[src/rtl/cronometro_pkg.sv]
// Shared types and digit limits for the stopwatch / countdown digit chains.
package cronometro_pkg;

  typedef enum logic [1:0] {
    IDLE  = 2'd0,
    RUN   = 2'd1,
    PAUSE = 2'd2,
    DONE  = 2'd3
  } state_t;

  localparam logic [3:0] BCD_MAX = 4'd9;
  localparam logic [3:0] DEC_MAX = 4'd5;

  // Saturate a preset digit to the largest value its position can hold.
  function automatic logic [3:0] clamp_bcd(input logic [3:0] v, input logic [3:0] m);
    return (v > m) ? m : v;
  endfunction

endpackage

[src/rtl/bcd_digito_down.sv]
// One BCD down-counting digit: wraps from 0 to max_val and raises a borrow to the next digit.
module bcd_digito_down (
  input  logic       clk,
  input  logic       rst,
  input  logic       load,
  input  logic [3:0] load_val,
  input  logic       dec_en,
  input  logic [3:0] max_val,
  output logic [3:0] digit,
  output logic       borrow_out
);

  always_ff @(posedge clk or negedge rst) begin
    if (!rst) begin
      digit <= 4'd0;
    end else if (load) begin
      digit <= load_val;
    end else if (dec_en) begin
      digit <= (digit == 4'd0) ? max_val : digit - 4'd1;
    end
  end

  assign borrow_out = dec_en && (digit == 4'd0);

endmodule

[src/rtl/cuenta_regresiva.sv]
// BCD countdown timer (up to 59.99 s): FSM, 1/100 s prescaler, preset clamping and zero detect.
module cuenta_regresiva
  import cronometro_pkg::*;
#(
  parameter int DIV = 500000
) (
  input  logic       clk,
  input  logic       rst,
  input  logic       load,
  input  logic       start,
  input  logic       pause,
  input  logic [3:0] pre_decenas,
  input  logic [3:0] pre_unidades,
  input  logic [3:0] pre_decimas,
  input  logic [3:0] pre_centesimas,
  output logic [3:0] decenas,
  output logic [3:0] unidadesSegundo,
  output logic [3:0] decimas,
  output logic [3:0] centesimas,
  output logic       running,
  output logic       done,
  output logic [1:0] state_dbg
);

  localparam int PW = $clog2(DIV);
  localparam logic [PW-1:0] PMAX = PW'(DIV - 1);

  state_t        state_q, state_d;
  logic [PW-1:0] presc_q;
  logic          tick;
  logic          is_zero;
  logic          going_zero;
  logic          running_d, done_d;
  logic          b_cent, b_decim, b_unid, b_dec;

  // A pause or load in the wrap cycle suppresses the tick.
  assign tick = (state_q == RUN) && !load && !pause && (presc_q == PMAX);

  assign is_zero = (decenas == 4'd0) && (unidadesSegundo == 4'd0) &&
                   (decimas == 4'd0) && (centesimas == 4'd0);

  assign going_zero = tick && (decenas == 4'd0) && (unidadesSegundo == 4'd0) &&
                      (decimas == 4'd0) && (centesimas == 4'd1);

  always_ff @(posedge clk or negedge rst) begin
    if (!rst) begin
      state_q <= IDLE;
    end else begin
      state_q <= state_d;
    end
  end

  always_comb begin
    state_d = state_q;
    if (load) begin
      state_d = IDLE;
    end else begin
      case (state_q)
        IDLE:    if (start && !is_zero) state_d = RUN;
        RUN:     if (pause) state_d = PAUSE;
                 else if (going_zero) state_d = DONE;
        PAUSE:   if (start && !pause) state_d = RUN;
        default: state_d = state_q;
      endcase
    end
  end

  always_comb begin
    running_d = (state_d == RUN);
    done_d    = (state_q == RUN) && (state_d == DONE);
  end

  always_ff @(posedge clk or negedge rst) begin
    if (!rst) begin
      running <= 1'b0;
      done    <= 1'b0;
    end else begin
      running <= running_d;
      done    <= done_d;
    end
  end

  // Prescaler only advances in RUN; it keeps its phase across PAUSE.
  always_ff @(posedge clk or negedge rst) begin
    if (!rst) begin
      presc_q <= '0;
    end else if (load) begin
      presc_q <= '0;
    end else if (state_q == RUN && !pause) begin
      presc_q <= (presc_q == PMAX) ? '0 : presc_q + 1'b1;
    end
  end

  assign state_dbg = state_q;

  bcd_digito_down u_centesimas (
    .clk        (clk),
    .rst        (rst),
    .load       (load),
    .load_val   (clamp_bcd(pre_centesimas, BCD_MAX)),
    .dec_en     (tick),
    .max_val    (BCD_MAX),
    .digit      (centesimas),
    .borrow_out (b_cent)
  );

  bcd_digito_down u_decimas (
    .clk        (clk),
    .rst        (rst),
    .load       (load),
    .load_val   (clamp_bcd(pre_decimas, BCD_MAX)),
    .dec_en     (b_cent),
    .max_val    (BCD_MAX),
    .digit      (decimas),
    .borrow_out (b_decim)
  );

  bcd_digito_down u_unidades (
    .clk        (clk),
    .rst        (rst),
    .load       (load),
    .load_val   (clamp_bcd(pre_unidades, BCD_MAX)),
    .dec_en     (b_decim),
    .max_val    (BCD_MAX),
    .digit      (unidadesSegundo),
    .borrow_out (b_unid)
  );

  // The top digit never borrows past 00.00; going_zero stops the chain first.
  bcd_digito_down u_decenas (
    .clk        (clk),
    .rst        (rst),
    .load       (load),
    .load_val   (clamp_bcd(pre_decenas, DEC_MAX)),
    .dec_en     (b_unid),
    .max_val    (DEC_MAX),
    .digit      (decenas),
    .borrow_out (b_dec)
  );

  logic unused_borrow;
  assign unused_borrow = b_dec;

endmodule

[config.mk]
export PLATFORM = sky130hd
export DESIGN_NAME = cuenta_regresiva
export DESIGN_NICKNAME = d
export VERILOG_FILES = /design/src/rtl/cronometro_pkg.sv /design/src/rtl/bcd_digito_down.sv /design/src/rtl/cuenta_regresiva.sv
export SDC_FILE = /design/constraint.sdc
export NUM_CORES = 1
export LEC_CHECK = 0
export ABC_CLOCK_PERIOD_IN_PS = 3220
export BUFFER_PORTS_ARGS = -buffer_cell sky130_fd_sc_hd__buf_2
export CORE_MARGIN = 8
export CORE_UTILIZATION = 35
export CTS_BUF_LIST = sky130_fd_sc_hd__clkbuf_8
export DETAILED_ROUTE_END_ITERATION = 10
export SYNTH_ARGS = -nofsm -noshare
export SYNTH_HDL_FRONTEND = slang
export SYNTH_HIERARCHICAL = 1
export SYNTH_SLANG_ARGS = --single-unit
[constraint.sdc]
create_clock -name clk -period 3.22 [get_ports clk]
set_clock_uncertainty 0.1 [all_clocks]
set_input_delay 0.805 -clock clk [delete_from_list [all_inputs] [get_ports clk]]
set_output_delay 0.805 -clock clk [all_outputs]
set_load 0.1 [all_outputs]
==> results.sh, run 1 <==
export IMPL_status="finished clean"
export IMPL_wl_per_cell_microns=14.0
export IMPL_worstSetupPathType="reg -> reg"
export IMPL_core_sq_um=7610
export IMPL_vias_per_cell=5.21
export IMPL_die_area_sq_um=10800
export IMPL_worstSetupEndpointType="register"
export IMPL_powerDensity_nw_per_um2=380
export IMPL_area_growth_pct=17.6
export IMPL_overflow=0
export IMPL_dp_hpwl_microns=4800
export IMPL_cts_hold_buf=0
export IMPL_drv_slew=0
export IMPL_finalNonFillerCells=474
export IMPL_first_iter_violations=132
export IMPL_drv_cap=0
export IMPL_grt_max_degree=46
export IMPL_cts_made_buffers=5
export IMPL_design_area_sq_um=3190
export IMPL_arrival_ps=3000
export IMPL_cts_root_buf="clkbuf_8"
export IMPL_finalSetupViolCount=0
export IMPL_rsz0062_at_grt="no"
export IMPL_avgSynthCellArea_sq_um=8.62
export IMPL_ir_worst_vdd_mv=0.167
export IMPL_fin_nets=397
export IMPL_num_vias=2469
export IMPL_syn_area_sq_um=2720
export IMPL_drc_errors=0
export IMPL_worstPathMaxFanout=7
export IMPL_die_x_microns=104
export IMPL_antenna_found_initial=0
export IMPL_fmax_mhz=342
export IMPL_grt_pass1_vias=2460
export IMPL_p_leak_nw=1.33
export IMPL_fin_crit_ps=2920
export IMPL_layout_setup_ws_ps=295
export IMPL_p_clk_share_pct=28.2
export IMPL_r2r_start="presc_q[9]"
export IMPL_drive_gt1_share_pct=20.7
export IMPL_synth_cells=315
export IMPL_place_area_sq_um=3100
export IMPL_num_rows=32
export IMPL_worst_pin_slew_ps=900
export IMPL_drtPass1Iterations=4
export IMPL_power_frac_comb_pct=26.2
export IMPL_period_share_pct=90.8
export IMPL_routabilityCongestion=0.790
export IMPL_critPathLaunch="presc_q[9]"
export IMPL_cts_tree="yes"
export IMPL_cts_max_level=2
export IMPL_pwr_share_seq_pct=45.5
export IMPL_dp_slack_ps=98.7
export IMPL_drt_total_wl_microns=6650
export IMPL_num_antenna_cells=0
export IMPL_finalSetupTns_ps=0
export IMPL_port_buffers=40
export IMPL_clk_pin_slew_ps=80
export IMPL_drtAntennaViolNets=0
export IMPL_hp_class="reg -> reg"
export IMPL_fin_total_pwr_mw=1.21
export IMPL_clock_latency_ps=300
export IMPL_worst_ep_required_time_ps=3300
export IMPL_clock_path_buffers=2
export IMPL_cts_sinks=39
export IMPL_start_kind="register"
export IMPL_swShare_pct=37.5
export IMPL_holdWs_ps=444
export IMPL_switching_power_mw=0.455
export IMPL_ys_warnings_count=6
export IMPL_dp_cells=466
export IMPL_final_hold_viol_count=0
export IMPL_initial_utilization_pct=35.7
export IMPL_ios=41
export IMPL_grt_usage_pct=12.3
export IMPL_min_from="presc_q[18]"
export IMPL_intPower_mw=0.759
export IMPL_fin_util_pct=42.0
export IMPL_slew_headroom_pct=40.0
export IMPL_cts_resized=0
export IMPL_die_y_microns=104
export IMPL_post_cts_buffers=0
export IMPL_grt_pass1_wl_microns=11400
==> power by group through the flow <==
| stage | sequential (mW) | clock [mW] | combinational [mW] |
|---|---|---|---|
| 2_1_floorplan | 0.699 | 0 | 0.104 |
| 3_3_place_gp | 0.563 | 0 | 0.317 |
| 3_5_place_dp | 0.562 | 0 | 0.320 |
| 4_1_cts | 0.553 | 0.354 | 0.321 |
| 5_1_grt | 0.559 | 0.374 | 0.342 |
| 6_report | 0.553 | 0.343 | 0.318 |
==> metal layers <==
| metal | GRT usage [%] | share of wire, % |
|---|---|---|
| met4 | 3.93 | 1.0 |
| met5 | 0 | 0 |
| met3 | 3.22 | 4.4 |
| met1 | 15.2 | 47 |
| met2 | 20.5 | 48 |
==> worst max-delay path, cell delays in order, from the launching register on <==
cell	delay, ps
dfrtp_1	440
or4b_4	570
nor4_4	340
and2_4	200
and2_4	130
and2_4	170
and2_4	170
or4b_1	430
a22oi_1	170
o21ai_1	80
==> state kept, by name (all words and copies together) (netlist names) <==
register,count
u_decenas/digit,4
presc_q,19
state_dbg,2
u_decimas/digit,4
u_unidades/digit,4
done,1
running,1
u_centesimas/digit,4
==> cells in the final DEF, fill, tap and decap left out, types with 13 or more instances in the layout <==
cell and instances:
buf_2 40, dfrtp_1 38, nand2_1 28, inv_1 25, nor2b_1 20, a21oi_1 18
nor2_1 17, conb_1 17, nand3_1 15, o21ai_0 13
==> path summary, 6_finish.rpt <==
kind | endpoint | slack (ps) | cells past startpoint
setup / recovery | u_decenas/digit[3] | 300 | 9
hold / removal | presc_q[18] | 440 | 2
min in group asynchronous | presc_q[18] | 530 | 1
setup reg to reg | u_decenas/digit[3] | 300 | 9
max in group asynchronous | state_dbg[0] | 1870 | 1
hold reg to reg | presc_q[18] | 440 | 2
==> cell type report <==
| cell class | instances | area, sq um |
|---|---|---|
| Fill cell | 802 | 4420 |
| Timing Repair Buffer | 47 | 253 |
| Clock inverter | 2 | 8.76 |
| Clock buffer | 6 | 82.6 |
| Sequential cell | 39 | 977 |
| Tap cell | 102 | 128 |
| Inverter | 24 | 90.1 |
| Multi-Input combinational cell | 254 | 1650 |
Note: power is estimated with default switching activity, not from simulation.
==> run 2, diff against run 1 <==
--- a/config.mk
+++ b/config.mk
@@ -11,7 +11,7 @@
 export CORE_UTILIZATION = 35
 export CTS_BUF_LIST = sky130_fd_sc_hd__clkbuf_8
 export DETAILED_ROUTE_END_ITERATION = 10
+export SLEW_MARGIN = 20
 export SYNTH_ARGS = -nofsm -noshare
 export SYNTH_HDL_FRONTEND = slang
-export SYNTH_HIERARCHICAL = 1
 export SYNTH_SLANG_ARGS = --single-unit
==> constraint.sdc (replaced) <==
create_clock -name clk -period 3.22 [get_ports clk]
set_clock_uncertainty 0.1 [all_clocks]
set_input_delay 0.966 -clock clk [delete_from_list [all_inputs] [get_ports clk]]
set_output_delay 0.966 -clock clk [all_outputs]
set_load 0.1 [all_outputs]
==> run 2 against run 1 <==
Effect of this change: setup slack gained 200 ps; highest routed layer unchanged; largest power group unchanged; die area shrank 13%; flip-flop and latch count is the same; area after synthesis shrank 15%.
==> results.sh, run 2 <==
export IMPL_fillers=622
export IMPL_vias_per_cell=5.52
export IMPL_drive_gt1_share_pct=20.7
export IMPL_overflow=0
export IMPL_worst_pin_slew_ps=892
export IMPL_ios=41
export IMPL_synth_xor_area_share_pct=2.29
export IMPL_num_vias=2054
export IMPL_grt_pass1_wl_microns=9550
export IMPL_cts_sinks=39
export IMPL_path_buf_inv=1
export IMPL_worstPathMaxFanout=8
export IMPL_initial_utilization_pct=36.1
export IMPL_core_sq_um=6350
export IMPL_finalSetupTns_ps=0
export IMPL_start_kind="input port"
export IMPL_fin_total_pwr_mw=1.14
export IMPL_drc_errors=0
export IMPL_routabilityCongestion=0.769
export IMPL_fmax_mhz=367
export IMPL_critical_path_top_delay_family="simple AND/OR/NAND/NOR gates"
export IMPL_die_x_microns=97.0
export IMPL_ys_seq_elements=39
export IMPL_yosys_top_cells_count="dfrtp_1 (39), nand2_1 (23), nand3_1 (19), nor2_1 (17)"
export IMPL_hp_class="reg -> reg"
export IMPL_ys_flop_type="dfrtp_1"
export IMPL_synthMuxAreaShare_pct=2.67
export IMPL_synth_edf_count=0
export IMPL_status="finished clean"
export IMPL_rrSetupSlack_ps=560
export IMPL_num_antenna_cells=0
export IMPL_fin_crit_ps=2720
export IMPL_arrival_ps=2830
export IMPL_ys_warnings_count=0
export IMPL_async_flop_share_pct=100
export IMPL_ir_worst_vdd_mv=0.293
export IMPL_r2r_end="u_unidades.digit[0]"
export IMPL_layout_common_cells="buf_2 (40), dfrtp_1 (39), nand2_1 (23), nand3_1 (19), nor2_1 (17)"
export IMPL_layout_commonest_cell="buf_2"
export IMPL_die_area_sq_um=9400
export IMPL_cts_root_buf="clkbuf_8"
export IMPL_grt_usage_pct=11.7
export IMPL_clock_path_buffers=2
export IMPL_synth_top_area_share_pct=42.5
export IMPL_ff2ff_path_depth=6
export IMPL_period_share_pct=84.6
export IMPL_post_cts_buffers=0
export IMPL_critical_path_max_stage_delay_ps=600
export IMPL_cts_hold_buf=0
export IMPL_drtAntennaViolNets=0
export IMPL_largest_reg_flops=19
export IMPL_drt_total_wl_microns=5440
export IMPL_worst_path_stages=6
export IMPL_cts_made_buffers=5
export IMPL_synth_simple_area_share_pct=30.3
export IMPL_multi_input_area_sq_um=1240
export IMPL_final_hold_viol_count=0
export IMPL_slew_headroom_pct=40.5
export IMPL_yosysTopAreaCell="dfrtp_1"
export IMPL_port_buffers=40
export IMPL_finalSetupViolCount=0
export IMPL_drv_cap=0
export IMPL_r2r_start="presc_q[5]"
export IMPL_crit_end="u_unidades.digit[0]"
export IMPL_clock_latency_ps=280
export IMPL_area_growth_pct=16.3
export IMPL_fin_nets=317
export IMPL_dp_hpwl_microns=3970
export IMPL_synth_cells=252
export IMPL_num_rows=29
export IMPL_synth_cell_types=49
export IMPL_p_leak_nw=1.23
export IMPL_avgSynthCellArea_sq_um=9.11
export IMPL_dp_cells=365
export IMPL_finalNonFillerCells=372
export IMPL_drv_slew=0
export IMPL_largest_register="presc_q"
export IMPL_synth_area_leaders="dfrtp_1 (43%), a21o_1 (4.6%), nand3_1 (4.1%), nand2_1 (3.8%), nor3_1 (3.1%)"
export IMPL_drtPass1Iterations=4
export IMPL_worstSetupPathType="in -> reg"
export IMPL_worstSetupEndpointType="register"
export IMPL_critPathLaunch="load"
export IMPL_rsz0062_at_grt="no"
export IMPL_synth_compound_area_share_pct=18.3
export IMPL_syn_area_sq_um=2290
export IMPL_cts_max_level=2
export IMPL_cts_tree="yes"
export IMPL_cpMaxStageDelayCell="or4b_4"
export IMPL_yosysMostFrequentCell="dfrtp_1"
export IMPL_first_iter_violations=79
export IMPL_antenna_found_initial=0
export IMPL_powerDensity_nw_per_um2=428
export IMPL_wl_per_cell_microns=14.6
export IMPL_synthAdderAreaFrac_pct=0.545
export IMPL_die_y_microns=97.0
export IMPL_grt_max_degree=40
export IMPL_cp_cell_sequence="buf_2, or4b_4, nor4_4, nand3_4, or4_1, a31oi_1"
export IMPL_yosysSeqAreaShare_pct=42.5
export IMPL_synth_top_family_by_area="simple AND/OR/NAND/NOR gates"
export IMPL_cts_resized=0
export IMPL_grt_pass1_vias=1991
export IMPL_synth_fp_nets=274
export IMPL_clk_pin_slew_ps=70
export IMPL_worst_ep_required_time_ps=3330
export IMPL_regArea_sq_um=976
[run 2: power by group]
part / switching, mW / internal (mW) / total [mW] / leakage, nW
combinational: 0.215 / 0.0611 / 0.277 / 0.670
clock: 0.158 / 0.168 / 0.325 / 0.0470
sequential: 0.0310 / 0.510 / 0.541 / 0.514
total: 0.404 / 0.739 / 1.14 / 1.23
[run 2: per-layer routing]
layer	GRT usage, %	vias to the layer above	wire (microns)
met1	15.1	979	2650
li1	-	1032	-
met4	3.31	0	42
met2	17.6	36	2400
met3	4.27	7	346
met5	0	-	0
[run 2: how the worst min path moves through the flow]
stage                     start     endpoint  cells after the start
floorplan           presc_q[17]  presc_q[17]                      1
global placement    presc_q[17]  presc_q[17]                      1
detailed placement  presc_q[17]  presc_q[17]                      1
CTS                 presc_q[17]  presc_q[17]                      1
global route        presc_q[17]  presc_q[17]                      1
finish              presc_q[17]  presc_q[17]                      1
[run 2: area by class of cell]
cell class              instances  share of cell area, %
repair buffers                 46                   9.19
well taps                      77                   3.61
clock buffers                   6                   3.09
clock inverters                 1                  0.188
flip-flops and latches         39                   36.6
multi-input cells             197                   46.5
inverters                       6                  0.844
[run 2: cells by family after synthesis]
family	Yosys count
mux	6
flops	39
xor+xnor	6
fa+ha+maj	1
compound gates	62
simple gates	122
buf+inv	16
[run 2: stage by stage]
step | setup slack [ps] | util (%) | instance area (sq um) | hold slack (ps)
2_1_floorplan | 257 | - | 2290 | 374
3_3_place_gp | 194 | 40.7 | 2580 | 397
3_5_place_dp | 172 | 40.7 | 2580 | 402
4_1_cts | 486 | 42.0 | 2670 | 420
5_1_grt | 408 | 42.0 | 2670 | 442
6_report | 497 | 42.0 | 2670 | 416
